$ cat src/rtl/o8_pkg.sv
// Shared definitions for the o8 execute stage: command codes, FSM states,
// ALU op selectors and flag bit positions.
package o8_pkg;

    localparam int NREGS  = 8;
    localparam int FLAG_W = 5;

    typedef enum logic [3:0] {
        CMD_MOV = 4'd0,
        CMD_ADD = 4'd1,
        CMD_ADC = 4'd2,
        CMD_SUB = 4'd3,
        CMD_SBB = 4'd4,
        CMD_AND = 4'd5,
        CMD_OR  = 4'd6,
        CMD_XOR = 4'd7,
        CMD_NOT = 4'd8,
        CMD_CMP = 4'd9,
        CMD_SHL = 4'd10
    } cmd_e;

    typedef enum logic [1:0] {
        ST_IDLE  = 2'd0,
        ST_EXEC  = 2'd1,
        ST_SHIFT = 2'd2
    } state_e;

    localparam logic [2:0] ALU_LEFT  = 3'd0;
    localparam logic [2:0] ALU_RIGHT = 3'd1;
    localparam logic [2:0] ALU_ADD   = 3'd2;
    localparam logic [2:0] ALU_AND   = 3'd3;
    localparam logic [2:0] ALU_XOR   = 3'd4;

    // flags word layout is {Z, C, O, S, P}
    localparam int FLAG_Z = 4;
    localparam int FLAG_C = 3;
    localparam int FLAG_O = 2;
    localparam int FLAG_S = 1;
    localparam int FLAG_P = 0;

    function automatic logic even_parity(input logic [7:0] v);
        return ~^v;
    endfunction

endpackage

$ cat src/rtl/o8_exec_seq_if.sv
// Decoder-to-execute handshake bundle: request fields, retire pulse and flags.
interface o8_exec_seq_if;
    import o8_pkg::*;

    logic              req_valid;
    logic              req_ready;
    logic [3:0]        req_cmd;
    logic [2:0]        req_dst;
    logic [2:0]        req_src_a;
    logic [2:0]        req_src_b;
    logic [7:0]        req_imm;
    logic              req_use_imm;
    logic [2:0]        req_cnt;
    logic              done;
    logic              done_err;
    logic [FLAG_W-1:0] flags;

    modport master (
        output req_valid, req_cmd, req_dst, req_src_a, req_src_b,
               req_imm, req_use_imm, req_cnt,
        input  req_ready, done, done_err, flags
    );

    modport slave (
        input  req_valid, req_cmd, req_dst, req_src_a, req_src_b,
               req_imm, req_use_imm, req_cnt,
        output req_ready, done, done_err, flags
    );

endinterface

$ cat src/rtl/o8_alu.sv
// 8-bit combinational ALU with optional inversion of both inputs and the result.
module o8_alu
    import o8_pkg::*;
(
    input  logic [7:0] i_left,
    input  logic [7:0] i_right,
    input  logic [2:0] i_op,
    input  logic       i_not_left,
    input  logic       i_not_right,
    input  logic       i_not_result,
    input  logic       i_cf_in,
    output logic [7:0] o_result,
    output logic       o_cf_out
);

    logic [7:0] w_l;
    logic [7:0] w_r;
    logic [8:0] w_sum;
    logic [7:0] w_res;
    logic       w_cf;

    always_comb begin
        w_l   = i_not_left  ? ~i_left  : i_left;
        w_r   = i_not_right ? ~i_right : i_right;
        w_sum = {1'b0, w_l} + {1'b0, w_r} + {8'd0, i_cf_in};
        w_res = w_l;
        w_cf  = 1'b0;
        case (i_op)
            ALU_LEFT:  w_res = w_l;
            ALU_RIGHT: w_res = w_r;
            ALU_ADD:   {w_cf, w_res} = w_sum;
            ALU_AND:   w_res = w_l & w_r;
            ALU_XOR:   w_res = w_l ^ w_r;
            default:   w_res = w_l;
        endcase
        o_result = i_not_result ? ~w_res : w_res;
        o_cf_out = w_cf;
    end

endmodule

$ cat src/rtl/o8_exec_seq.sv
// o8 execute-stage sequencer: one op in flight, 8x8 register file,
// command-to-ALU mapping, iterated SHL and flag writeback.
module o8_exec_seq
    import o8_pkg::*;
(
    input  logic          clk,
    input  logic          rst_n,
    o8_exec_seq_if.slave  bus,
    input  logic [2:0]    dbg_idx,
    output logic [7:0]    dbg_data
);

    state_e              r_state;
    state_e              w_state_next;
    logic [3:0]          r_cmd;
    logic [2:0]          r_dst;
    logic [2:0]          r_cnt;
    logic [7:0]          r_a;
    logic [7:0]          r_b;
    logic [FLAG_W-1:0]   r_flags;
    logic [FLAG_W-1:0]   w_flags_next;
    logic                r_done;
    logic                r_done_err;
    logic                w_done_next;
    logic                w_err_next;

    logic [NREGS-1:0][7:0] w_regs;
    logic [7:0]          w_rd_a;
    logic [7:0]          w_rd_b;
    logic                w_we;
    logic                w_accept;
    logic                w_upd_zsp;

    logic [2:0]          w_alu_op;
    logic                w_not_l;
    logic                w_not_r;
    logic                w_not_res;
    logic                w_cf_in;
    logic [7:0]          w_alu_left;
    logic [7:0]          w_alu_right;
    logic [7:0]          w_alu_res;
    logic                w_alu_cf;

    genvar gi;
    generate
        for (gi = 0; gi < NREGS; gi++) begin : g_reg
            logic [7:0] r_q;
            always_ff @(posedge clk) begin
                if (!rst_n) begin
                    r_q <= '0;
                end else if (w_we && r_dst == 3'(gi)) begin
                    r_q <= w_alu_res;
                end
            end
            assign w_regs[gi] = r_q;
        end
    endgenerate

    assign w_rd_a   = w_regs[bus.req_src_a];
    assign w_rd_b   = w_regs[bus.req_src_b];
    assign dbg_data = w_regs[dbg_idx];
    assign w_accept = (r_state == ST_IDLE) && bus.req_valid;

    assign bus.req_ready = (r_state == ST_IDLE);
    assign bus.done      = r_done;
    assign bus.done_err  = r_done_err;
    assign bus.flags     = r_flags;

    o8_alu u_alu (
        .i_left       (w_alu_left),
        .i_right      (w_alu_right),
        .i_op         (w_alu_op),
        .i_not_left   (w_not_l),
        .i_not_right  (w_not_r),
        .i_not_result (w_not_res),
        .i_cf_in      (w_cf_in),
        .o_result     (w_alu_res),
        .o_cf_out     (w_alu_cf)
    );

    always_ff @(posedge clk) begin
        if (!rst_n) begin
            r_state <= ST_IDLE;
        end else begin
            r_state <= w_state_next;
        end
    end

    always_comb begin
        w_state_next = r_state;
        w_alu_op     = ALU_LEFT;
        w_not_l      = 1'b0;
        w_not_r      = 1'b0;
        w_not_res    = 1'b0;
        w_cf_in      = 1'b0;
        w_alu_left   = r_a;
        w_alu_right  = r_b;
        w_we         = 1'b0;
        w_upd_zsp    = 1'b0;
        w_flags_next = r_flags;
        w_done_next  = 1'b0;
        w_err_next   = 1'b0;

        case (r_state)
            ST_IDLE: begin
                if (bus.req_valid) begin
                    w_state_next = (bus.req_cmd == CMD_SHL) ? ST_SHIFT : ST_EXEC;
                end
            end

            ST_EXEC: begin
                w_state_next = ST_IDLE;
                w_done_next  = 1'b1;
                case (r_cmd)
                    CMD_MOV: begin
                        w_alu_op = ALU_RIGHT;
                        w_we     = 1'b1;
                    end
                    CMD_ADD, CMD_ADC: begin
                        w_alu_op  = ALU_ADD;
                        w_cf_in   = (r_cmd == CMD_ADC) && r_flags[FLAG_C];
                        w_we      = 1'b1;
                        w_upd_zsp = 1'b1;
                        w_flags_next[FLAG_C] = w_alu_cf;
                        w_flags_next[FLAG_O] = (r_a[7] == r_b[7]) && (w_alu_res[7] != r_a[7]);
                    end
                    CMD_SUB, CMD_SBB, CMD_CMP: begin
                        // a - b computed as a + ~b + 1; carry-out high means no borrow
                        w_alu_op  = ALU_ADD;
                        w_not_r   = 1'b1;
                        w_cf_in   = (r_cmd == CMD_SBB) ? ~r_flags[FLAG_C] : 1'b1;
                        w_we      = (r_cmd != CMD_CMP);
                        w_upd_zsp = 1'b1;
                        w_flags_next[FLAG_C] = ~w_alu_cf;
                        w_flags_next[FLAG_O] = (r_a[7] != r_b[7]) && (w_alu_res[7] != r_a[7]);
                    end
                    CMD_AND, CMD_OR, CMD_XOR: begin
                        w_alu_op  = (r_cmd == CMD_XOR) ? ALU_XOR : ALU_AND;
                        // OR via De Morgan on the AND path
                        w_not_l   = (r_cmd == CMD_OR);
                        w_not_r   = (r_cmd == CMD_OR);
                        w_not_res = (r_cmd == CMD_OR);
                        w_we      = 1'b1;
                        w_upd_zsp = 1'b1;
                        w_flags_next[FLAG_C] = 1'b0;
                        w_flags_next[FLAG_O] = 1'b0;
                    end
                    CMD_NOT: begin
                        w_alu_op  = ALU_LEFT;
                        w_not_res = 1'b1;
                        w_we      = 1'b1;
                        w_upd_zsp = 1'b1;
                    end
                    default: begin
                        w_err_next = 1'b1;
                    end
                endcase
            end

            ST_SHIFT: begin
                w_alu_op    = ALU_ADD;
                w_alu_right = r_a;
                if (r_cnt <= 3'd1) begin
                    w_state_next = ST_IDLE;
                    w_done_next  = 1'b1;
                end
                // last doubling step commits; a zero count retires silently
                if (r_cnt == 3'd1) begin
                    w_we      = 1'b1;
                    w_upd_zsp = 1'b1;
                    w_flags_next[FLAG_C] = w_alu_cf;
                    w_flags_next[FLAG_O] = 1'b0;
                end
            end

            default: begin
                w_state_next = ST_IDLE;
            end
        endcase

        if (w_upd_zsp) begin
            w_flags_next[FLAG_Z] = (w_alu_res == 8'd0);
            w_flags_next[FLAG_S] = w_alu_res[7];
            w_flags_next[FLAG_P] = even_parity(w_alu_res);
        end
    end

    always_ff @(posedge clk) begin
        if (!rst_n) begin
            r_cmd      <= '0;
            r_dst      <= '0;
            r_cnt      <= '0;
            r_a        <= '0;
            r_b        <= '0;
            r_flags    <= '0;
            r_done     <= 1'b0;
            r_done_err <= 1'b0;
        end else begin
            r_flags    <= w_flags_next;
            r_done     <= w_done_next;
            r_done_err <= w_err_next;
            if (w_accept) begin
                r_cmd <= bus.req_cmd;
                r_dst <= bus.req_dst;
                r_cnt <= bus.req_cnt;
                r_a   <= w_rd_a;
                r_b   <= bus.req_use_imm ? bus.req_imm : w_rd_b;
            end else if (r_state == ST_SHIFT && r_cnt != 3'd0) begin
                r_a   <= w_alu_res;
                r_cnt <= r_cnt - 3'd1;
            end
        end
    end

endmodule

$ cat src/flat_wrapper.sv
// flat-port wrapper written by rule: the top's interface ports become plain ports
module o8_exec_seq_flat import o8_pkg::*;
  (clk, rst_n, dbg_idx, dbg_data, bus_req_valid, bus_req_cmd, bus_req_dst, bus_req_src_a, bus_req_src_b, bus_req_imm, bus_req_use_imm, bus_req_cnt, bus_req_ready, bus_done, bus_done_err, bus_flags);
  o8_exec_seq_if bus_i ();
  input  logic clk;
  input  logic rst_n;
  input  logic [2:0] dbg_idx;
  output logic [7:0] dbg_data;
  input wire logic [$bits(bus_i.req_valid)-1:0] bus_req_valid;
  input wire logic [$bits(bus_i.req_cmd)-1:0] bus_req_cmd;
  input wire logic [$bits(bus_i.req_dst)-1:0] bus_req_dst;
  input wire logic [$bits(bus_i.req_src_a)-1:0] bus_req_src_a;
  input wire logic [$bits(bus_i.req_src_b)-1:0] bus_req_src_b;
  input wire logic [$bits(bus_i.req_imm)-1:0] bus_req_imm;
  input wire logic [$bits(bus_i.req_use_imm)-1:0] bus_req_use_imm;
  input wire logic [$bits(bus_i.req_cnt)-1:0] bus_req_cnt;
  output wire logic [$bits(bus_i.req_ready)-1:0] bus_req_ready;
  output wire logic [$bits(bus_i.done)-1:0] bus_done;
  output wire logic [$bits(bus_i.done_err)-1:0] bus_done_err;
  output wire logic [$bits(bus_i.flags)-1:0] bus_flags;
  assign bus_i.req_valid = bus_req_valid;
  assign bus_i.req_cmd = bus_req_cmd;
  assign bus_i.req_dst = bus_req_dst;
  assign bus_i.req_src_a = bus_req_src_a;
  assign bus_i.req_src_b = bus_req_src_b;
  assign bus_i.req_imm = bus_req_imm;
  assign bus_i.req_use_imm = bus_req_use_imm;
  assign bus_i.req_cnt = bus_req_cnt;
  assign bus_req_ready = bus_i.req_ready;
  assign bus_done = bus_i.done;
  assign bus_done_err = bus_i.done_err;
  assign bus_flags = bus_i.flags;
  o8_exec_seq u_core (.clk(clk), .rst_n(rst_n), .bus(bus_i), .dbg_idx(dbg_idx), .dbg_data(dbg_data));
endmodule
$ cat config.mk
export PLATFORM = sky130hd
export DESIGN_NAME = o8_exec_seq_flat
export DESIGN_NICKNAME = d
export VERILOG_FILES = /design/src/rtl/o8_pkg.sv /design/src/rtl/o8_exec_seq_if.sv /design/src/rtl/o8_alu.sv /design/src/rtl/o8_exec_seq.sv /design/src/flat_wrapper.sv
export SDC_FILE = /design/constraint.sdc
export NUM_CORES = 1
export LEC_CHECK = 0
export ABC_AREA = 1
export ABC_CLOCK_PERIOD_IN_PS = 5680
export CAP_MARGIN = 20
export CORE_UTILIZATION = 52
export CTS_CLUSTER_SIZE = 24
export DETAILED_ROUTE_END_ITERATION = 10
export PLACE_DENSITY = 0.72
export SYNTH_ARGS = -nofsm -noshare
export SYNTH_HDL_FRONTEND = slang
export SYNTH_SLANG_ARGS = --single-unit
$ cat constraint.sdc
create_clock -name clk -period 5.68 [get_ports clk]
set_input_delay 1.136 -clock clk [delete_from_list [all_inputs] [get_ports clk]]
set_output_delay 1.136 -clock clk [all_outputs]
set_load 0.05 [all_outputs]
---- Word level (Yosys, flattened, before mapping) ----
Index checks and enable logic that the tools add are counted.
operators by class
  reductions and logical operators ........ 31
  order comparisons ....................... 4
  bitwise operators ....................... 7
  $add $sub $neg .......................... 3
  eq/ne operators ......................... 32
  muxes and demuxes ....................... 44
operators with widths
  cell                count
  $mux 8              10
  $bmux 8 s3          3
  $pmux 8 s4          1
  $not 8->8           3
  $eq 4x3->1 const B  4
  $eq 3x3->1 const B  5
  $pmux 1 s2          7
  $logic_and 1x1->1   13
  $eq 3x2->1 const B  4
  $eq 4x4->1 const B  3
  $lt 3x4->1 const B  3
  $mux 1              11
  $reduce_or 10->1    1
  $add 8x8->9         1
  $add 9x1->9         1
  $eq 3x1->1 const B  3
  $mux 3              3
  $pmux 3 s3          1
  $reduce_or 9->1     1
  $and 8x8->8         1
  $eq 4x2->1 const B  2
  $logic_not 8->1     1
  $mux 2              4
  $pmux 2 s2          2
  other kinds (27)    33
word-level totals
  output and inout port bits .............. 16
  register bits ........................... 99
  logic and storage cells ................. 139
  bits of input ports ..................... 31

---- Longest topological paths before layout ----
Gate-level depths: netlist (run 1).
  word-level depth ........................ 14
  depth in mapped cells ................... 31
  gate-level depth less buffers ........... 30

---- Modules after synthesis ----
A second synthesis (run 1) with hierarchy kept.
second synthesis, totals
  cell total of the unflattened synthesis .. 1,232
  area total of the unflattened synthesis .. 7,453.4 um^2
by module, submodules not included
  module       times used  area each (um^2)  cells each  sequential area each (um^2)
  o8_exec_seq  1           6,413.7           1,033       1,981.9
  o8_alu       1           1,039.7           199         0.0

---- Least setup slack after synthesis (run 1) ----
No wires, ideal clock.
  path kind ............................... reg-to-reg
  start ................................... register u_core.r_state[1]
  end ..................................... register u_core.r_flags[0] (netlist: u_core.bus.flags[0])
  period minus slack after synthesis ...... 4.099 ns
  stages on the path, launching flop included .. 29
  required time ........................... 5.594 ns
  data arrival time ....................... 4.013 ns
  path slack .............................. 1.581 ns
  setup time .............................. 0.086 ns
  path buffers ............................ 2
  path through ............................ dfxtp_1 inv_1 ha_1 buf_4 nand3_1 buf_4 xor2_1 inv_1 fa_1 inv_1 fa_1 nand2_1 inv_1 nor2_1 o21bai_1 nand2_1 nand2_1 a21oi_1 or2_2 nand3_1 nand2_1 nor2_1 nand2_1 nand2_1 nand2_2 ha_1 xor2_1 xnor2_1 a211oi_1
between the ends
  longest elaborated chain between the ends .. 10
  elaborated cells on any way between the ends .. 24
  those cells by class .................... add/sub (2); eq/ne (6); mux (11); bitwise (4); reduce/logical (1)
RTL lines
  element                 RTL line            RTL
  from (decl)             o8_exec_seq.sv:13   state_e r_state;
  from (signal assigned)  o8_exec_seq.sv:85   r_state <= w_state_next;
  $eq 2x2->1              o8_exec_seq.sv:104  case (r_state)
  $mux 8                  o8_exec_seq.sv:104
  $not 8->8               o8_alu.sv:24        w_r = i_not_right ? ~i_right : i_right;
  $mux 8                  o8_alu.sv:24
  $add 8x8->9             o8_alu.sv:25        w_sum = {1'b0, w_l} + {1'b0, w_r} + {8'd0, i_cf_in};
  $add 9x1->9             o8_alu.sv:25
  $pmux 8 s4              o8_alu.sv:28        case (i_op)
  $not 8->8               o8_alu.sv:36        o_result = i_not_result ? ~w_res : w_res;
  $mux 8                  o8_alu.sv:36
  $reduce_xnor 8->1       o8_pkg.sv:42        return ~^v;
  to (signal assigned)    o8_exec_seq.sv:199  r_flags <= w_flags_next;
  to (decl)               o8_exec_seq.sv:20   logic [FLAG_W-1:0] r_flags;
Several ways; a longest one is shown, not always the timed one.
A chain may end at the register's enable or synchronous reset.

---- Worst setup path after layout (run 1) ----
  start ................................... input dbg_idx[0]
  end ..................................... output dbg_data[5]
between the ends
  longest elaborated chain between the ends .. 2
RTL lines
  element                       RTL line           RTL
  from (decl)                   flat_wrapper.sv:7  input logic [2:0] dbg_idx;
  $bmux 8 s3                    o8_exec_seq.sv:61  assign dbg_data = w_regs[dbg_idx];
  $mux 8 (implied by the code)  o8_exec_seq.sv:61
  to (decl)                     flat_wrapper.sv:8  output logic [7:0] dbg_data;
No other way between the ends. The select of a mux whose other input is x is not followed.

==> results of run 1 <==
## sequential cells by signal, summed over array words and instances (netlist names)
name,count
u_core.bus.done,1
u_core.bus.done_err,1
u_core.bus.flags,5
u_core.g.r_q,64
u_core.r_a,8
u_core.r_b,8
u_core.r_cmd,4
u_core.r_cnt,3
u_core.r_dst,3
u_core.r_state,2
## metrics by stage
step	utilization, %	area, um^2	setup slack (ps)
2_1_floorplan	-	7009	1581
3_3_place_gp	57.99	7649	1011
4_1_cts	60.24	7945	1004
5_1_grt	60.24	7945	597.7
3_5_place_dp	57.99	7649	1022
6_report	60.24	7945	944.9
## logic make-up after synthesis
logic type / share of synthesized area, %
flip-flops: 28.28
AND/OR/NAND/NOR: 23.33
XOR/XNOR: 2.624
adder cells (fa/ha/maj): 3.784
AO/OA/AOI/OAI: 29.19
buffers and inverters: 12.80
## routing by layer
layer | global-route usage [%] | part of all wire, % | vias to the layer above
met4 | 10.58 | 2.2 | 0
li1 | - | - | 3702
met2 | 48.57 | 46 | 263
met1 | 40.10 | 46 | 3310
met5 | 0 | 0 | -
met3 | 5.087 | 6.6 | 39
## how the worst min path moves through the flow
stage	from	endpoint	slack, ps	cells past startpoint
3_3_place_gp	u_core.bus.flags[2]$_SDFFE_PN0P_	u_core.bus.flags[2]$_SDFFE_PN0P_	460	2
2_1_floorplan	u_core.r_state[1]$_SDFFE_PN0P_	u_core.r_state[1]$_SDFFE_PN0P_	460	2
5_1_grt	u_core.r_state[1]$_SDFFE_PN0P_	u_core.r_state[1]$_SDFFE_PN0P_	510	2
6_report	u_core.bus.flags[2]$_SDFFE_PN0P_	u_core.bus.flags[2]$_SDFFE_PN0P_	470	2
4_1_cts	u_core.bus.flags[2]$_SDFFE_PN0P_	u_core.bus.flags[2]$_SDFFE_PN0P_	470	2
3_5_place_dp	u_core.bus.flags[2]$_SDFFE_PN0P_	u_core.bus.flags[2]$_SDFFE_PN0P_	460	2
## cell usage after synthesis, types with 2 or more instances
cell type / count / share of area (%)
sky130_fd_sc_hd__clkbuf_1: 46 / 2.5
sky130_fd_sc_hd__o311ai_0: 4 / 0.50
sky130_fd_sc_hd__xnor2_1: 10 / 1.2
sky130_fd_sc_hd__xor2_1: 11 / 1.4
sky130_fd_sc_hd__ha_1: 18 / 3.2
sky130_fd_sc_hd__dfxtp_1: 99 / 28
sky130_fd_sc_hd__clkinv_1: 6 / 0.32
sky130_fd_sc_hd__o211ai_2: 4 / 0.71
sky130_fd_sc_hd__nand3_1: 68 / 4.9
sky130_fd_sc_hd__nand3_2: 2 / 0.29
sky130_fd_sc_hd__inv_2: 9 / 0.48
sky130_fd_sc_hd__a21oi_1: 146 / 10
sky130_fd_sc_hd__nand2_2: 22 / 2.0
sky130_fd_sc_hd__a31oi_1: 15 / 1.3
sky130_fd_sc_hd__nand4_1: 4 / 0.36
sky130_fd_sc_hd__buf_4: 3 / 0.32
sky130_fd_sc_hd__o31ai_1: 2 / 0.21
sky130_fd_sc_hd__fa_1: 2 / 0.57
sky130_fd_sc_hd__o211ai_1: 39 / 4.2
sky130_fd_sc_hd__o21a_1: 4 / 0.43
sky130_fd_sc_hd__nor2_2: 3 / 0.27
sky130_fd_sc_hd__nand2_4: 3 / 0.48
sky130_fd_sc_hd__nand2_1: 210 / 11
sky130_fd_sc_hd__a211oi_1: 4 / 0.43
sky130_fd_sc_hd__nand3b_1: 2 / 0.21
sky130_fd_sc_hd__buf_1: 4 / 0.21
sky130_fd_sc_hd__nor3_1: 5 / 0.36
sky130_fd_sc_hd__a221oi_1: 4 / 0.50
sky130_fd_sc_hd__o21ai_0: 129 / 9.2
sky130_fd_sc_hd__inv_1: 157 / 8.4
sky130_fd_sc_hd__o22ai_1: 4 / 0.36
sky130_fd_sc_hd__nor2_1: 46 / 2.5
sky130_fd_sc_hd__buf_2: 3 / 0.21
## final cells by class
cell class / count / share of cell area [%]
Inverter: 174 / 8.315
Tap cell: 176 / 2.772
Sequential cell: 99 / 24.94
Multi-Input combinational cell: 775 / 51.98
Timing Repair Buffer: 62 / 8.252
Clock inverter: 4 / 0.6299
Clock buffer: 12 / 3.102
## worst min-delay path: cells and delay by family (launching register included)
family | cells | cell delay, ps
flip-flops | 1 | 310
AO/OA/AOI/OAI | 1 | 50
AND/OR/NAND/NOR | 1 | 60
## report_power, final
group / switching [mW] / total [mW] / internal [mW]
combinational: 0.301 / 0.462 / 0.162
sequential: 0.0182 / 0.735 / 0.716
clock: 0.275 / 0.629 / 0.354
==> impl_results.html, run 1 <==
<table>
<tr><th>Metric</th><th>Value</th></tr>
<tr><th colspan="2">Global route</th></tr>
<tr><td>First-pass GRT wire length</td><td>33.22 mm</td></tr>
<tr><td>GRT Residual Overflow</td><td>0</td></tr>
<tr><td>Largest net degree at the start of global routing</td><td>64</td></tr>
<tr><td>Total Routing Usage GR</td><td>30.01%</td></tr>
<tr><td>Initial antenna violation count</td><td>0</td></tr>
<tr><td>Number of global-route vias before repair</td><td>6472</td></tr>
<tr><th colspan="2">Power</th></tr>
<tr><td>Leakage Power</td><td>3.488 nW</td></tr>
<tr><td>Power per unit of standard cell area</td><td>229.8 mW/mm^2</td></tr>
<tr><td>Overall Power</td><td>1.826 mW</td></tr>
<tr><td>Worst VDD drop</td><td>0.0001819 V</td></tr>
<tr><th colspan="2">Run status</th></tr>
<tr><td>Outcome</td><td>finished, final reports clean</td></tr>
<tr><th colspan="2">Floorplanning</th></tr>
<tr><td>Number of rows in the core area</td><td>42</td></tr>
<tr><td>Die area</td><td>0.01395 mm^2</td></tr>
<tr><td>X dimension of the die</td><td>118.1 um</td></tr>
<tr><td>Top Ports</td><td>47</td></tr>
<tr><td>Effective utilization at floorplan</td><td>53.14%</td></tr>
<tr><td>Core box area</td><td>0.01319 mm^2</td></tr>
<tr><td>Die Ht</td><td>118.1 um</td></tr>
<tr><th colspan="2">Finish</th></tr>
<tr><td>Total area of multi-input combinational cells</td><td>0.004130 mm^2</td></tr>
<tr><td>Total inserted antenna cells</td><td>0</td></tr>
<tr><td>Top library cells by usage in the layout, fill and taps aside</td><td>sky130_fd_sc_hd__nand2_1 (210), sky130_fd_sc_hd__inv_1 (157), sky130_fd_sc_hd__a21oi_1 (146)</td></tr>
<tr><td>Number of fill cells in the layout</td><td>1331</td></tr>
<tr><td>Number of standard cells in the layout, taps in and fillers out</td><td>1302</td></tr>
<tr><td>Share of layout cells above drive strength 1</td><td>7.993%</td></tr>
<tr><td>Nets@finish</td><td>1172</td></tr>
<tr><td>Most frequent standard cell in the layout excluding fill and tap cells</td><td>sky130_fd_sc_hd__nand2_1</td></tr>
<tr><td>Combined flip-flop and latch cell area</td><td>0.001982 mm^2</td></tr>
<tr><td>Area delta synth-&gt;final</td><td>13.35%</td></tr>
<tr><th colspan="2">Worst setup path</th></tr>
<tr><td>Delay contributed by the slowest stage of the critical path</td><td>630 ps</td></tr>
<tr><td>Type of the worst setup path</td><td>in2out</td></tr>
<tr><td>Number of cells on the worst reg-to-reg path</td><td>28</td></tr>
<tr><td>Worst-case register-to-register setup slack</td><td>1010 ps</td></tr>
<tr><td>Critical path endpoint category</td><td>primary output</td></tr>
<tr><td>Crit path arrival time</td><td>3600 ps</td></tr>
<tr><td>Cell-by-cell listing of the critical path</td><td>clkdlybuf4s50_1 -&gt; buf_4 -&gt; clkinv_1 -&gt; a21oi_1 -&gt; o21ai_0 -&gt; nand2_1 -&gt; nor2_1 -&gt; a31oi_1 -&gt; buf_12</td></tr>
<tr><td>Startpoint class of the critical path</td><td>input port</td></tr>
<tr><td>Maximum fanout along the worst path</td><td>38</td></tr>
<tr><td>Buf/Inv on CP</td><td>4</td></tr>
<tr><td>Capturing element of the worst setup path</td><td>dbg_data[5]</td></tr>
<tr><td>Reg-to-reg critical path startpoint</td><td>u_core.r_state[1]$_SDFFE_PN0P_</td></tr>
<tr><td>Delay-heaviest family, CP</td><td>buffers and inverters</td></tr>
<tr><td>CP max-delay cell</td><td>sky130_fd_sc_hd__clkinv_1</td></tr>
<tr><td>Critical path startpoint</td><td>dbg_idx[0]</td></tr>
<tr><td>Crit. path cell count</td><td>9</td></tr>
<tr><td>Endpoint of the lowest-slack register-to-register path</td><td>u_core.bus.flags[0]$_SDFFE_PN0P_</td></tr>
<tr><td>Data required time at the worst endpoint</td><td>4540 ps</td></tr>
<tr><th colspan="2">Clock network</th></tr>
<tr><td>CTS resizes</td><td>0</td></tr>
<tr><td>Clock tree root buffer cell</td><td>sky130_fd_sc_hd__clkbuf_16</td></tr>
<tr><td>Number of buffers added by the clock tree synthesis step</td><td>9</td></tr>
<tr><td>Maximum number of buffers from clock root to sink</td><td>2</td></tr>
<tr><td>Later-pin clock latency in the skew report</td><td>350 ps</td></tr>
<tr><td>Clock net sink count</td><td>99</td></tr>
<tr><td>Post-CTS setup buffer count</td><td>0</td></tr>
<tr><td>Number of H-tree levels</td><td>3</td></tr>
<tr><td>Total of hold buffers inserted after clock tree synthesis</td><td>0</td></tr>
<tr><td>TritonCTS clock tree</td><td>done</td></tr>
<tr><td>Clock-pin slew of the registers on the worst-case setup and hold paths</td><td>70 ps</td></tr>
<tr><th colspan="2">STA</th></tr>
<tr><td>Worst slew pin tran</td><td>932.3 ps</td></tr>
<tr><td>Setup Skew</td><td>6.988 ps</td></tr>
<tr><td>Share of the cycle needed by the critical path after routing</td><td>83.37%</td></tr>
<tr><td>Setup TNS Final</td><td>0 ps</td></tr>
<tr><td>Final setup violation count</td><td>0</td></tr>
<tr><td>Time the worst path needs with I/O delays and setup</td><td>4735 ps</td></tr>
<tr><td>Highest clock rate</td><td>0.2112 GHz</td></tr>
<tr><td>Hold Violations, Final</td><td>0</td></tr>
<tr><td>Setup repair after global routing missed its margin</td><td>no</td></tr>
<tr><td>Final-report max-slew violation count</td><td>0</td></tr>
<tr><td>Relative slew margins</td><td>37.69%</td></tr>
<tr><td>Final hold slack</td><td>469.6 ps</td></tr>
<tr><th colspan="2">Logic synthesis</th></tr>
<tr><td>Post-synth EDFFs</td><td>0</td></tr>
<tr><td>Yosys warning count</td><td>0</td></tr>
<tr><td>Count of distinct cell types in the synthesized netlist</td><td>50</td></tr>
<tr><td>Average footprint of a synthesized cell</td><td>6.343 um^2</td></tr>
<tr><td>Portion of the post-synthesis area used by sequential elements</td><td>28.28%</td></tr>
<tr><td>Flip-flop and latch count after synthesis</td><td>99</td></tr>
<tr><td>FFs w/ async S/R, synth</td><td>0%</td></tr>
<tr><td>Commonest register cell after synthesis</td><td>sky130_fd_sc_hd__dfxtp_1</td></tr>
<tr><td>Syn Std Cell Area</td><td>0.007009 mm^2</td></tr>
<tr><td>Cell count after synthesis</td><td>1105</td></tr>
<tr><td>Synth Net Count</td><td>1156</td></tr>
<tr><th colspan="2">Placed design</th></tr>
<tr><td># placed instances</td><td>1286</td></tr>
<tr><td>Detailed placer's ending HPWL</td><td>14.90 mm</td></tr>
<tr><td>Buffers on Ports</td><td>46</td></tr>
<tr><td>Global placement routability congestion</td><td>0.9098</td></tr>
<tr><th colspan="2">Route</th></tr>
<tr><td>Routed vias</td><td>7314</td></tr>
<tr><td>Total routed wirelength</td><td>20.71 mm</td></tr>
<tr><td>Via count normalized by instance count</td><td>5.618</td></tr>
<tr><td>DRT Pass-1 Iters</td><td>8</td></tr>
<tr><td>Detailed-route wire length per cell</td><td>15.91 um</td></tr>
<tr><td>DRC violation total after the first TritonRoute iteration</td><td>800</td></tr>
<tr><td>Number of design rule violations left after detail routing</td><td>0</td></tr>
<tr><td>Routed Antenna Nets</td><td>0</td></tr>
<tr><th colspan="2">Min path</th></tr>
<tr><td>Worst hold path class</td><td>reg2reg</td></tr>
<tr><th colspan="2">Flow run</th></tr>
<tr><td>Max-cap violations</td><td>0</td></tr>
</table>
(Power assumes the default switching activity.)
==> inputs of run 2 (changes only) <==
--- a/config.mk
+++ b/config.mk
@@ -6,7 +6,7 @@
 export NUM_CORES = 1
 export LEC_CHECK = 0
 export ABC_AREA = 1
-export ABC_CLOCK_PERIOD_IN_PS = 5680
+export ABC_CLOCK_PERIOD_IN_PS = 4900
 export CAP_MARGIN = 20
 export CORE_UTILIZATION = 52
 export CTS_CLUSTER_SIZE = 24
==> constraint.sdc (replaced) <==
create_clock -name clk -period 4.9 [get_ports clk]
set_input_delay 0.98 -clock clk [delete_from_list [all_inputs] [get_ports clk]]
set_output_delay 0.98 -clock clk [all_outputs]
set_load 0.05 [all_outputs]
==> run 2 against run 1 <==
  * Register-to-register slack got worse by 540 ps
  * Critical path depth up 21
  * Total power rose by 15%
  * Via count rose by 1.9%
  * Sequential cell count unchanged
  * Sequential share of layout area barely moved
  * Global-route usage increased by 1.4 points
  * Non-clock buffer count up 3
  * Critical endpoint is now u_core.bus.flags[0]$_SDFFE_PN0P_
  * Largest power group unchanged
==> impl_results.html, run 2 (synthesis gave the netlist of run 1 again) <==
<table>
<tr><th>Metric</th><th>Value</th></tr>
<tr><th colspan="2">Run status</th></tr>
<tr><td>Outcome</td><td>finished, final reports clean</td></tr>
<tr><th colspan="2">Placed design</th></tr>
<tr><td>Post-DP Area</td><td>0.007671 mm^2</td></tr>
<tr><td>Detailed placer's ending HPWL</td><td>14.82 mm</td></tr>
<tr><td>Worst setup slack before clock tree synthesis</td><td>379.0 ps</td></tr>
<tr><td>Global placement routability congestion</td><td>0.9283</td></tr>
<tr><td>Buffers on Ports</td><td>46</td></tr>
<tr><th colspan="2">Floorplanning</th></tr>
<tr><td>Number of rows in the core area</td><td>42</td></tr>
<tr><td>Effective utilization at floorplan</td><td>53.14%</td></tr>
<tr><td>Die area</td><td>0.01395 mm^2</td></tr>
<tr><td>Die Ht</td><td>118.1 um</td></tr>
<tr><td>X dimension of the die</td><td>118.1 um</td></tr>
<tr><td>Core box area</td><td>0.01319 mm^2</td></tr>
<tr><td>Top Ports</td><td>47</td></tr>
<tr><th colspan="2">Global route</th></tr>
<tr><td>Total Routing Usage GR</td><td>31.44%</td></tr>
<tr><td>GRT Residual Overflow</td><td>0</td></tr>
<tr><td>Number of global-route vias before repair</td><td>6701</td></tr>
<tr><td>First-pass GRT wire length</td><td>34.49 mm</td></tr>
<tr><td>Largest net degree at the start of global routing</td><td>64</td></tr>
<tr><td>Initial antenna violation count</td><td>0</td></tr>
<tr><th colspan="2">STA</th></tr>
<tr><td>Share of the cycle needed by the critical path after routing</td><td>90.45%</td></tr>
<tr><td>Final-report max-slew violation count</td><td>0</td></tr>
<tr><td>Setup Skew</td><td>9.267 ps</td></tr>
<tr><td>Final hold slack</td><td>486.2 ps</td></tr>
<tr><td>Setup TNS Final</td><td>0 ps</td></tr>
<tr><td>Time the worst path needs with I/O delays and setup</td><td>4432 ps</td></tr>
<tr><td>Highest clock rate</td><td>0.2256 GHz</td></tr>
<tr><td>Setup repair after global routing missed its margin</td><td>no</td></tr>
<tr><td>Worst slew pin tran</td><td>1051 ps</td></tr>
<tr><td>Hold Violations, Final</td><td>0</td></tr>
<tr><td>Relative slew margins</td><td>29.85%</td></tr>
<tr><td>Final critical-path setup slack</td><td>468.1 ps</td></tr>
<tr><td>Final setup violation count</td><td>0</td></tr>
<tr><th colspan="2">Power</th></tr>
<tr><td>Power per unit of standard cell area</td><td>263.9 mW/mm^2</td></tr>
<tr><td>Sw power</td><td>695.8 uW</td></tr>
<tr><td>Fraction of power consumed by combinational cells</td><td>25.8%</td></tr>
<tr><td>Switching share of total power</td><td>33.11%</td></tr>
<tr><td>Overall Power</td><td>2.102 mW</td></tr>
<tr><td>Sequential group share of total power</td><td>40.5%</td></tr>
<tr><td>Worst VDD drop</td><td>0.0001806 V</td></tr>
<tr><td>Part of the total power dissipated in the clock network</td><td>33.7%</td></tr>
<tr><td>Cell-internal power</td><td>1.406 mW</td></tr>
<tr><td>Leakage Power</td><td>3.507 nW</td></tr>
<tr><th colspan="2">Worst setup path</th></tr>
<tr><td>Worst-case register-to-register setup slack</td><td>470 ps</td></tr>
<tr><td>Buf/Inv on CP</td><td>4</td></tr>
<tr><td>Data required time at the worst endpoint</td><td>5170 ps</td></tr>
<tr><td>Critical path startpoint</td><td>u_core.r_cmd[3]$_SDFFE_PN0P_</td></tr>
<tr><td>Delay contributed by the slowest stage of the critical path</td><td>440 ps</td></tr>
<tr><td>Startpoint class of the critical path</td><td>register</td></tr>
<tr><td>Crit path arrival time</td><td>4700 ps</td></tr>
<tr><td>Cell mode on critical path</td><td>sky130_fd_sc_hd__nand2_1</td></tr>
<tr><td>Critical path endpoint category</td><td>register</td></tr>
<tr><td>Maximum fanout along the worst path</td><td>9</td></tr>
<tr><td>Delay-heaviest family, CP</td><td>simple AND/OR/NAND/NOR gates</td></tr>
<tr><td>Type of the worst setup path</td><td>reg2reg</td></tr>
<tr><td>Reg-to-reg critical path startpoint</td><td>u_core.r_cmd[3]$_SDFFE_PN0P_</td></tr>
<tr><td>CP max-delay cell</td><td>sky130_fd_sc_hd__dfxtp_2</td></tr>
<tr><th colspan="2">Clock network</th></tr>
<tr><td>Number of H-tree levels</td><td>3</td></tr>
<tr><td>TritonCTS clock tree</td><td>done</td></tr>
<tr><td>Maximum number of buffers from clock root to sink</td><td>2</td></tr>
<tr><td>Post-CTS setup buffer count</td><td>0</td></tr>
<tr><td>Number of buffers added by the clock tree synthesis step</td><td>9</td></tr>
<tr><td>Clock net sink count</td><td>99</td></tr>
<tr><td>Clock-pin slew of the registers on the worst-case setup and hold paths</td><td>70 ps</td></tr>
<tr><td>Later-pin clock latency in the skew report</td><td>360 ps</td></tr>
<tr><td>Clock tree root buffer cell</td><td>sky130_fd_sc_hd__clkbuf_16</td></tr>
<tr><th colspan="2">Route</th></tr>
<tr><td>Routed Antenna Nets</td><td>0</td></tr>
<tr><td>Via count normalized by instance count</td><td>5.712</td></tr>
<tr><td>Routed vias</td><td>7454</td></tr>
<tr><td>DRC violation total after the first TritonRoute iteration</td><td>785</td></tr>
<tr><td>DRT Pass-1 Iters</td><td>6</td></tr>
<tr><td>Detailed-route wire length per cell</td><td>16.46 um</td></tr>
<tr><td>Number of design rule violations left after detail routing</td><td>0</td></tr>
<tr><td>Total routed wirelength</td><td>21.49 mm</td></tr>
<tr><th colspan="2">Finish</th></tr>
<tr><td>Most frequent standard cell in the layout excluding fill and tap cells</td><td>sky130_fd_sc_hd__nand2_1</td></tr>
<tr><td>Nets@finish</td><td>1175</td></tr>
<tr><td>Number of flip-flops under the largest register name</td><td>64</td></tr>
<tr><td>Top library cells by usage in the layout, fill and taps aside</td><td>sky130_fd_sc_hd__nand2_1 (210), sky130_fd_sc_hd__inv_1 (157), sky130_fd_sc_hd__a21oi_1 (146)</td></tr>
<tr><td>Biggest regs</td><td>u_core.g.r_q x64, u_core.r_a x8, u_core.r_b x8</td></tr>
<tr><td>Share of layout cells above drive strength 1</td><td>8.415%</td></tr>
<tr><td>Area delta synth-&gt;final</td><td>13.62%</td></tr>
<tr><td>Most flop-heavy register</td><td>u_core.g.r_q</td></tr>
<tr><td>Total inserted antenna cells</td><td>0</td></tr>
<tr><td>Post-route design area</td><td>0.007964 mm^2</td></tr>
<tr><th colspan="2">Min path</th></tr>
<tr><td>Launch instance of the worst min-delay path</td><td>u_core.bus.flags[2]$_SDFFE_PN0P_</td></tr>
<tr><td>Worst hold path class</td><td>reg2reg</td></tr>
<tr><th colspan="2">Flow run</th></tr>
<tr><td>Max-cap violations</td><td>0</td></tr>
</table>
-- run 2: final timing paths --
path | cells past startpoint | to
hold / removal | 2 | u_core.bus.flags[2]$_SDFFE_PN0P_
hold reg to reg | 2 | u_core.bus.flags[2]$_SDFFE_PN0P_
setup / recovery | 30 | u_core.bus.flags[0]$_SDFFE_PN0P_
setup reg to reg | 30 | u_core.bus.flags[0]$_SDFFE_PN0P_
-- run 2: per-stage QoR --
step           instances  utilization [%]
2_1_floorplan       1105                -
3_3_place_gp        1289            58.16
3_5_place_dp        1289            58.16
4_1_cts             1305            60.37
5_1_grt             1305            60.38
6_report            1305            60.38
-- run 2: per-layer routing --
metal	part of all wire (%)	track usage (%)	wire length (um)	vias up
met4	2.6	11.30	550	0
met5	0	0	0	-
met3	7.6	5.329	1633	50
li1	-	-	-	3706
met1	44	41.02	9350	3382
met2	46	51.99	9952	316
-- run 2: final cells by class --
| class | count | area, um^2 |
|---|---|---|
| Fill cell | 1341 | 5226 |
| Clock inverter | 3 | 21.27 |
| Timing Repair Buffer | 65 | 678.2 |
| Inverter | 174 | 660.6 |
| Sequential cell | 99 | 1983 |
| Multi-Input combinational cell | 775 | 4130 |
| Clock buffer | 13 | 270.3 |
| Tap cell | 176 | 220.2 |
-- run 2: what timing repair did --
action,in CTS,in global routing
hold endpoints to repair,0,0
hold buffers,0,0
resized for setup,0,1
setup endpoints to repair,0,1
-- run 2: power groups by stage --
stage / Clock (mW) / Combinational (mW) / Sequential, mW
floorplan: 0 / 0.366 / 0.870
global placement: 0 / 0.529 / 0.869
detailed placement: 0 / 0.532 / 0.869
CTS: 0.718 / 0.535 / 0.850
global route: 0.745 / 0.595 / 0.855
finish: 0.709 / 0.542 / 0.851
-- run 2: worst register-to-register path: cells and delay by family (launching register included) --
kind,cells,cell delay (ps)
adder cells (fa/ha/maj),3,930
buffers and inverters,4,310
AND/OR/NAND/NOR,17,1690
XOR/XNOR,3,550
AO/OA/AOI/OAI,3,450
flip-flops,1,440
==> inputs of run 3 (changes only) <==
--- a/config.mk
+++ b/config.mk
@@ -6,7 +6,6 @@
 export NUM_CORES = 1
 export LEC_CHECK = 0
 export ABC_AREA = 1
-export ABC_CLOCK_PERIOD_IN_PS = 4900
 export CAP_MARGIN = 20
 export CORE_UTILIZATION = 52
 export CTS_CLUSTER_SIZE = 24
@@ -15,3 +14,4 @@
 export SYNTH_ARGS = -nofsm -noshare
 export SYNTH_HDL_FRONTEND = slang
 export SYNTH_SLANG_ARGS = --single-unit
+export TNS_END_PERCENT = 30
==> results of run 3 <==
No change in the layout: final DEF, timing and power equal those of run 2.
